==> config.mk <==
export PLATFORM = sky130hd
export DESIGN_NAME = wavelet_mode_ctrl
export DESIGN_NICKNAME = d
export VERILOG_FILES = /design/src/rtl/wavelet_ctrl_pkg.sv /design/src/rtl/wmc_cycle_counter.sv /design/src/rtl/wavelet_mode_ctrl.sv
export SDC_FILE = /design/constraint.sdc
export NUM_CORES = 1
export LEC_CHECK = 0
export BUFFER_PORTS_ARGS = -buffer_cell sky130_fd_sc_hd__clkbuf_2
export CELL_PAD_IN_SITES_DETAIL_PLACEMENT = 1
export CELL_PAD_IN_SITES_GLOBAL_PLACEMENT = 2
export CORE_ASPECT_RATIO = 0.75
export CORE_UTILIZATION = 35
export CTS_BUF_LIST = sky130_fd_sc_hd__clkbuf_4 sky130_fd_sc_hd__clkbuf_8 sky130_fd_sc_hd__clkbuf_16
export DETAILED_ROUTE_END_ITERATION = 8
export GPL_ROUTABILITY_DRIVEN = 0
export PLACE_DENSITY = 0.77
export SYNTH_ARGS = -nofsm -noshare
export SYNTH_HDL_FRONTEND = slang
export SYNTH_SLANG_ARGS = --single-unit
export TNS_END_PERCENT = 5
==> constraint.sdc <==
create_clock -name clk -period 1.9 [get_ports clk]
set_input_delay 0.19 -clock clk [delete_from_list [all_inputs] [get_ports clk]]
set_output_delay 0.19 -clock clk [all_outputs]
set_load 0.01 [all_outputs]
==> src/rtl/wavelet_ctrl_pkg.sv <==
// Shared definitions for the wavelet mode controller: mode codes, FSM
// state encoding and the mode -> datapath selector mapping.
package wavelet_ctrl_pkg;

    localparam logic [1:0] MODE_BYPASS = 2'd0;
    localparam logic [1:0] MODE_DN1    = 2'd1;
    localparam logic [1:0] MODE_DN2    = 2'd2;
    localparam logic [1:0] MODE_RECON  = 2'd3;

    typedef enum logic [1:0] {
        ST_RUN   = 2'd0,
        ST_DRAIN = 2'd1,
        ST_FILL  = 2'd2
    } state_e;

    // Selector vector ordered {lvl1 denoise, lvl2 denoise, lvl2 reconstruct}.
    function automatic logic [2:0] mode_to_sel(input logic [1:0] mode);
        logic [2:0] sel;
        case (mode)
            MODE_BYPASS: sel = 3'b000;
            MODE_DN1:    sel = 3'b100;
            MODE_DN2:    sel = 3'b110;
            MODE_RECON:  sel = 3'b111;
            default:     sel = 3'b000;
        endcase
        return sel;
    endfunction

endpackage

==> src/rtl/wmc_cycle_counter.sv <==
// Loadable down-counter that stops at zero. Shared by the drain and the
// refill phases of the mode controller.
module wmc_cycle_counter #(
    parameter int               CNT_W   = 5,
    parameter logic [CNT_W-1:0] RST_VAL = '0
) (
    input  logic             clk,
    input  logic             rst_n,
    input  logic             load,
    input  logic [CNT_W-1:0] load_val,
    output logic             zero
);

    logic [CNT_W-1:0] cnt_q;

    // Load takes priority; otherwise count down and park at zero.
    // NOTE: sequential state uses non-blocking (<=) so every flop samples pre-edge values.
    always_ff @(posedge clk or negedge rst_n) begin
        if (!rst_n) begin
            cnt_q <= RST_VAL;
        end else if (load) begin
            cnt_q <= load_val;
        end else if (cnt_q != '0) begin
            cnt_q <= cnt_q - 1'b1;
        end
    end

    assign zero = (cnt_q == '0);

endmodule

==> src/rtl/wavelet_mode_ctrl.sv <==
// Run-time mode controller for the wavelet delay/alignment stage.
// A request is taken in RUN; the old selectors are held while the pipeline
// drains, the new selectors are applied and output validity stays gated
// until the new path has refilled.
module wavelet_mode_ctrl
    import wavelet_ctrl_pkg::*;
#(
    parameter int DRAIN_CYCLES = 20,
    parameter int FILL_M0      = 1,
    parameter int FILL_M1      = 3,
    parameter int FILL_M2      = 5,
    parameter int FILL_M3      = 22,
    parameter int CNT_W        = 5
) (
    input  logic       clk,
    input  logic       rst_n,
    input  logic [1:0] mode_req,
    input  logic       mode_req_valid,
    output logic       mode_req_ready,
    output logic       denoised_lvl1_selector,
    output logic       denoised_lvl2_selector,
    output logic       reconstruct_lvl_2_selector,
    output logic [1:0] mode_cur,
    output logic       out_valid,
    output logic       switch_done
);

    // Counter holds (cycles - 1) so that a full 2^CNT_W cycle span fits.
    localparam logic [CNT_W-1:0] DRAIN_LOAD = CNT_W'(DRAIN_CYCLES - 1);
    localparam logic [CNT_W-1:0] FILL0_LOAD = CNT_W'(FILL_M0 - 1);
    localparam logic [CNT_W-1:0] FILL1_LOAD = CNT_W'(FILL_M1 - 1);
    localparam logic [CNT_W-1:0] FILL2_LOAD = CNT_W'(FILL_M2 - 1);
    localparam logic [CNT_W-1:0] FILL3_LOAD = CNT_W'(FILL_M3 - 1);

    function automatic logic [CNT_W-1:0] fill_load(input logic [1:0] mode);
        logic [CNT_W-1:0] val;
        case (mode)
            MODE_BYPASS: val = FILL0_LOAD;
            MODE_DN1:    val = FILL1_LOAD;
            MODE_DN2:    val = FILL2_LOAD;
            MODE_RECON:  val = FILL3_LOAD;
            default:     val = FILL0_LOAD;
        endcase
        return val;
    endfunction

    state_e           state_q, state_nxt;
    logic [1:0]       mode_cur_q, mode_cur_nxt;
    logic [1:0]       mode_pend_q, mode_pend_nxt;
    logic [2:0]       sel_q;
    logic             ready_q;
    logic             out_valid_q;
    logic             switch_done_q, switch_done_nxt;
    // Distinguishes a requested switch from the refill that follows reset,
    // which must not raise switch_done.
    logic             switch_active_q, switch_active_nxt;
    logic             cnt_load;
    logic [CNT_W-1:0] cnt_load_val;
    logic             cnt_zero;

    wmc_cycle_counter #(
        .CNT_W   (CNT_W),
        .RST_VAL (FILL0_LOAD)
    ) u_cycle_counter (
        .clk      (clk),
        .rst_n    (rst_n),
        .load     (cnt_load),
        .load_val (cnt_load_val),
        .zero     (cnt_zero)
    );

    // Next-state logic: accept in RUN, hold old config in DRAIN, apply new in FILL.
    // NOTE: every signal driven here gets a default first, otherwise a latch is inferred.
    always_comb begin
        state_nxt         = state_q;
        mode_cur_nxt      = mode_cur_q;
        mode_pend_nxt     = mode_pend_q;
        switch_done_nxt   = 1'b0;
        switch_active_nxt = switch_active_q;
        cnt_load          = 1'b0;
        cnt_load_val      = '0;

        case (state_q)
            ST_RUN: begin
                if (mode_req_valid && (mode_req != mode_cur_q)) begin
                    state_nxt         = ST_DRAIN;
                    mode_pend_nxt     = mode_req;
                    switch_active_nxt = 1'b1;
                    cnt_load          = 1'b1;
                    cnt_load_val      = DRAIN_LOAD;
                end
            end
            ST_DRAIN: begin
                if (cnt_zero) begin
                    state_nxt    = ST_FILL;
                    mode_cur_nxt = mode_pend_q;
                    cnt_load     = 1'b1;
                    cnt_load_val = fill_load(mode_pend_q);
                end
            end
            ST_FILL: begin
                if (cnt_zero) begin
                    state_nxt         = ST_RUN;
                    switch_done_nxt   = switch_active_q;
                    switch_active_nxt = 1'b0;
                end
            end
            default: begin
                state_nxt = ST_FILL;
            end
        endcase
    end

    // State and registered outputs; every output is decoded from next-state values.
    always_ff @(posedge clk or negedge rst_n) begin
        if (!rst_n) begin
            state_q         <= ST_FILL;
            mode_cur_q      <= MODE_BYPASS;
            mode_pend_q     <= MODE_BYPASS;
            sel_q           <= 3'b000;
            ready_q         <= 1'b0;
            out_valid_q     <= 1'b0;
            switch_done_q   <= 1'b0;
            switch_active_q <= 1'b0;
        end else begin
            state_q         <= state_nxt;
            mode_cur_q      <= mode_cur_nxt;
            mode_pend_q     <= mode_pend_nxt;
            sel_q           <= mode_to_sel(mode_cur_nxt);
            ready_q         <= (state_nxt == ST_RUN);
            out_valid_q     <= (state_nxt == ST_RUN);
            switch_done_q   <= switch_done_nxt;
            switch_active_q <= switch_active_nxt;
        end
    end

    assign mode_req_ready             = ready_q;
    assign out_valid                  = out_valid_q;
    assign switch_done                = switch_done_q;
    assign mode_cur                   = mode_cur_q;
    assign denoised_lvl1_selector     = sel_q[2];
    assign denoised_lvl2_selector     = sel_q[1];
    assign reconstruct_lvl_2_selector = sel_q[0];

endmodule

Word-level counts from Yosys, hierarchy flattened
Cells that the tools add are included.
{"block": "totals", "inputBits": 5, "wordCells": 52, "ff_bits": 17}
{"block": "classes", "addsub": 1, "n_eq_ne": 11, "n_reduce_logical": 11, "muxes": 21}
{"cell": "two-way mux 5 bit", "n": 4}
{"cell": "case mux 5 bit (4 select lines)", "n": 1}
{"cell": "case mux 3 bit (4 select lines)", "n": 1}
{"cell": "== test 2 bit (second input constant)", "n": 5}
{"cell": "two-way mux 2 bit", "n": 5}
{"cell": "case mux 5 bit (2 select lines)", "n": 1}
{"cell": "logical NOT 2 bit", "n": 4}
{"cell": "== test 2 x 1 -> 1 bit (second input constant)", "n": 3}
{"cell": "two-way mux 1 bit", "n": 6}
{"cell": "case mux 2 bit (3 select lines)", "n": 1}
{"cell": "logical NOT 5 bit", "n": 1}
{"cell": "nonzero test 5 bit", "n": 1}
{"cell": "subtractor 5 x 1 -> 5 bit (second input constant)", "n": 1}
{"cell": "!= test 2 bit (second input constant)", "n": 2}
{"cell": "case mux 1 bit (2 select lines)", "n": 2}
{"cell": "nonzero test 2 bit", "n": 2}
{"cell": "AND reduction 3 bit", "n": 1}
{"cell": "!= test 2 bit", "n": 1}
{"cell": "AND reduction 2 bit", "n": 1}
{"cell": "logical AND 1 bit", "n": 1}

Longest topological paths before layout
{"block": "logic_depth", "word_depth": 5, "mapped_depth": 6, "ltp_nobuf": 5}

Cells and area by module
Synthesis repeated with hierarchy kept, for this count alone.
{"block": "unflattened", "hier_cells": 73, "hier_area_um2": 792.0}
{"mod": "wavelet_mode_ctrl", "instances": 1, "cells_per_inst": 46, "seq_area_each_um2": 276.5, "area_per_inst_um2": 513.0}
{"mod": "wmc_cycle_counter", "instances": 1, "cells_per_inst": 27, "seq_area_each_um2": 125.1, "area_per_inst_um2": 279.0}

Least setup slack after synthesis
No wires, ideal clock.
{"block": "synth_path", "path_kind": "register to register", "start": "register u_cycle_counter.cnt_q[0]", "end": "register u_cycle_counter.cnt_q[1]", "setup_time_ns": 0.122, "path_slack_ns": 0.288, "path_buffers": 1, "path_stages_with_launch": 7, "arrival_time_ns": 1.490, "cell_sequence": "dfrtp_1 inv_1 ha_1 or4b_4 buf_6 a211oi_2 o21ai_2"}
{"block": "synth_via", "elab_chain_cells": 4, "elab_cells_between_ends": 10, "classes_between": "add/sub (1); mux (6); reduce/logical (3)"}
{"element": "from (decl)", "line": "wmc_cycle_counter.sv:14", "text": "logic [CNT_W-1:0] cnt_q;"}
{"element": "from (signal assigned)", "line": "wmc_cycle_counter.sv:22", "text": "cnt_q <= load_val;"}
{"element": "from (signal assigned)", "line": "wmc_cycle_counter.sv:24", "text": "cnt_q <= cnt_q - 1'b1;"}
{"element": "branches (longest 4 deep; another with subtractor 5 x 1 -> 5 bit)"}
Several ways; the timed one is not identified. The select of a mux whose other input is x is not followed.
A chain may end at the register's enable or synchronous reset.

Final worst setup path
{"block": "layout_path", "start": "register u_cycle_counter.cnt_q[0]", "end": "register u_cycle_counter.cnt_q[0]"}
Same word-level chain as after synthesis.

==> reports/qor.yml <==
global_routing:
  antenna_found_initial: 0
  grt_pass1_vias: 613
  grt_usage_pct: 16.4
  grt_pass1_wl_microns: 3020
  grt_max_degree: 18
  gr-total-overflow: 0
  busiest_layer: "met2"
  grtUsageMet2_pct: 24.4
  use_met1_pct: 23.1
  use_met3_pct: 6.14
logic_synthesis:
  synth-seq-cells: 17
  synth-edff-count: 0
  synth_fp_nets: 79
  synthMuxAreaShare_pct: 6.72
  avgSynthCellArea_sq_um: 11.5
  yosys_warnings: 0
  synth_adder_area_share_pct: 1.49
  synth_top_family_by_area: "simple AND/OR/NAND/NOR gates"
  synth_compound_area_share_pct: 13.7
  netlist_instances: 73
  synth_cell_type_count: 33
  synthSimpleGateAreaFrac_pct: 19.9
  async_flop_share_pct: 100
  synth_area_sq_um: 838
  synthXorXnorAreaFrac_pct: 3.13
  ys_seq_area_share_pct: 50.9
  ys.flop_type: "dfrtp_1"
min_path:
  min-delay-start: "mode_req[0]"
  hold_class: "input pin to register"
route:
  via_per_inst: 5.00
  drtIter0Drc: 9
  wl_per_cell_microns: 14.8
  drt_pass1_iterations: 4
  ant_nets: 0
  drt-total-wl_microns: 1780
  drcViolationCount: 0
  vias: 600
sta:
  rsz0062_at_grt: "false"
  final.min_clock_period_ns: 1.76
  fin_skew_ns: 0.00323
  tightest_slew_ns: 0.432
  setup_viol: 0
  setup_tns_ns: 0
  clock.fmax_mhz: 569
  drv_slew: 0
  setup_ws_ns: 0.143
  finalCritPeriodShare_pct: 92.5
  finalHoldViolCount: 0
  slew_headroom_pct: 71.2
placement:
  portBuffers: 12
  dp_hpwl_microns: 1320
  placed_cells_incl_taps: 115
  place_area_sq_um: 922
  pre_cts_slack_ns: 0.154
worst_setup_path:
  cp_top_family: "simple AND/OR/NAND/NOR gates"
  crit_start: "u_cycle_counter.cnt_q[0]"
  path_cells: "inv_1 -> ha_1 -> or4b_4 -> or3_1 -> o2111ai_1"
  end_kind: "register"
  crit_buf_inv: 1
  crit_path_start_kind: "register"
  worstReg2RegStart: "u_cycle_counter.cnt_q[0]"
  critPathRequiredTime_ns: 2.10
  worstPathArrival_ns: 1.96
  critPathSlowestCell: "or4b_4"
  path_class: "register to register"
  crit_fanout: 11
  cpPeakStageDelay_ns: 0.56
die:
  io_pins: 13
  start_util_pct: 39.2
  die_w_microns: 58.5
  die_y_microns: 44.4
  fp.dieArea_sq_um: 2600
  design.core.area_sq_um: 2140
  row_count: 14
power:
  vdd_drop_max_v: 0.000563
  power_density_nw_per_um2: 1600
  p_total_mw: 1.54
  leakage_nw: 0.430
final_layout:
  layout-drive-gt1-share_pct: 34.1
  nets: 95
  final_common_cell: "dfrtp_1"
  final_area_sq_um: 962
  final_cells: 120
  n_antenna_cell: 0
  layout_common_cells: "dfrtp_1, clkbuf_2, nand2_1"
  area_growth_syn_to_layout_pct: 14.8
clock_tree:
  cts_root_buf: "clkbuf_4"
  cts.sinks: 17
  cts_buffers: 3
  path_clk_slew_ns: 0.09
  post_cts.resized_instances: 0
  clock_path_buffers: 2
  cts_tree: "yes"
  clock_latency_ns: 0.28
  cts-htree-levels: 1
job:
  drv_cap: 0
run_status:
  status: "complete, no violations"
report_power, final:
group / internal, mW / switching (mW)
clock network: 0.0958 / 0.106
logic: 0.318 / 0.283
registers: 0.525 / 0.207
cell families (layout without fill, tap and decap cells):
group	after synthesis	count (layout)
flip-flops	17	17
AND/OR/NAND/NOR	25	25
adder cells (fa/ha/maj)	1	1
AO/OA/AOI/OAI	16	16
XOR/XNOR	3	3
buffers and inverters	6	21
multiplexers	5	5
synthesized netlist by cell type (2+ instances only):
cell      instances  area share [%]
nand2_1           7             3.1
dfrtp_1          16              48
inv_1             3             1.3
o211ai_1          2             1.8
mux2_2            5             6.7
nor2_1            2            0.90
xnor2_1           2             2.1
a21oi_1           2             1.2
nor3_1            2             1.2
o21ai_0           5             3.0
nand2b_1          5             3.7
area by class of cell:
type                            instances  area [sq um]
Clock buffer                            4          30.0
Fill cell                             250          1170
Inverter                                3          11.3
Multi-Input combinational cell         50           377
Sequential cell                        17           427
Tap cell                               32          40.0
Timing Repair Buffer                   14          77.6
layer usage:
metal  up-vias  wire [microns]
met1       294             916
met5         -               0
met4         0              12
met3         2              57
met2        10             788
li1        294               -
final timing paths:
kind                                             to  slack [ns]  cells after the start
min in group asynchronous  u_cycle_counter.cnt_q[3]        0.37                      2
hold reg to reg                         switch_done        0.50                      2
max in group asynchronous                state_q[1]        1.20                      2
setup / recovery           u_cycle_counter.cnt_q[0]        0.14                      5
setup reg to reg           u_cycle_counter.cnt_q[0]        0.14                      5
hold / removal                       mode_pend_q[0]        0.17                      2
registers in the layout (all words and copies together), names as in the netlist:
signal,cells
state_q,2
sel_q,3
mode_cur,2
mode_pend_q,2
out_valid,1
switch_active_q,1
switch_done,1
u_cycle_counter.cnt_q,5
stage by stage:
step / hold WS [ns] / util, %
2_1_floorplan: -0.106 / -
4_1_cts: 0.166 / 45.0
3_5_place_dp: 0.153 / 43.1
6_report: 0.174 / 45.0
5_1_grt: 0.179 / 45.0
3_3_place_gp: 0.152 / 43.1
timing repair:
action                                  4_1_cts  5_1_grt
endpoints found under the setup margin        0        0
hold endpoints to repair                     16        0
setup buffers                                 0        0
hold buffers                                  1        0
Power figures use the tool's default switching activity.
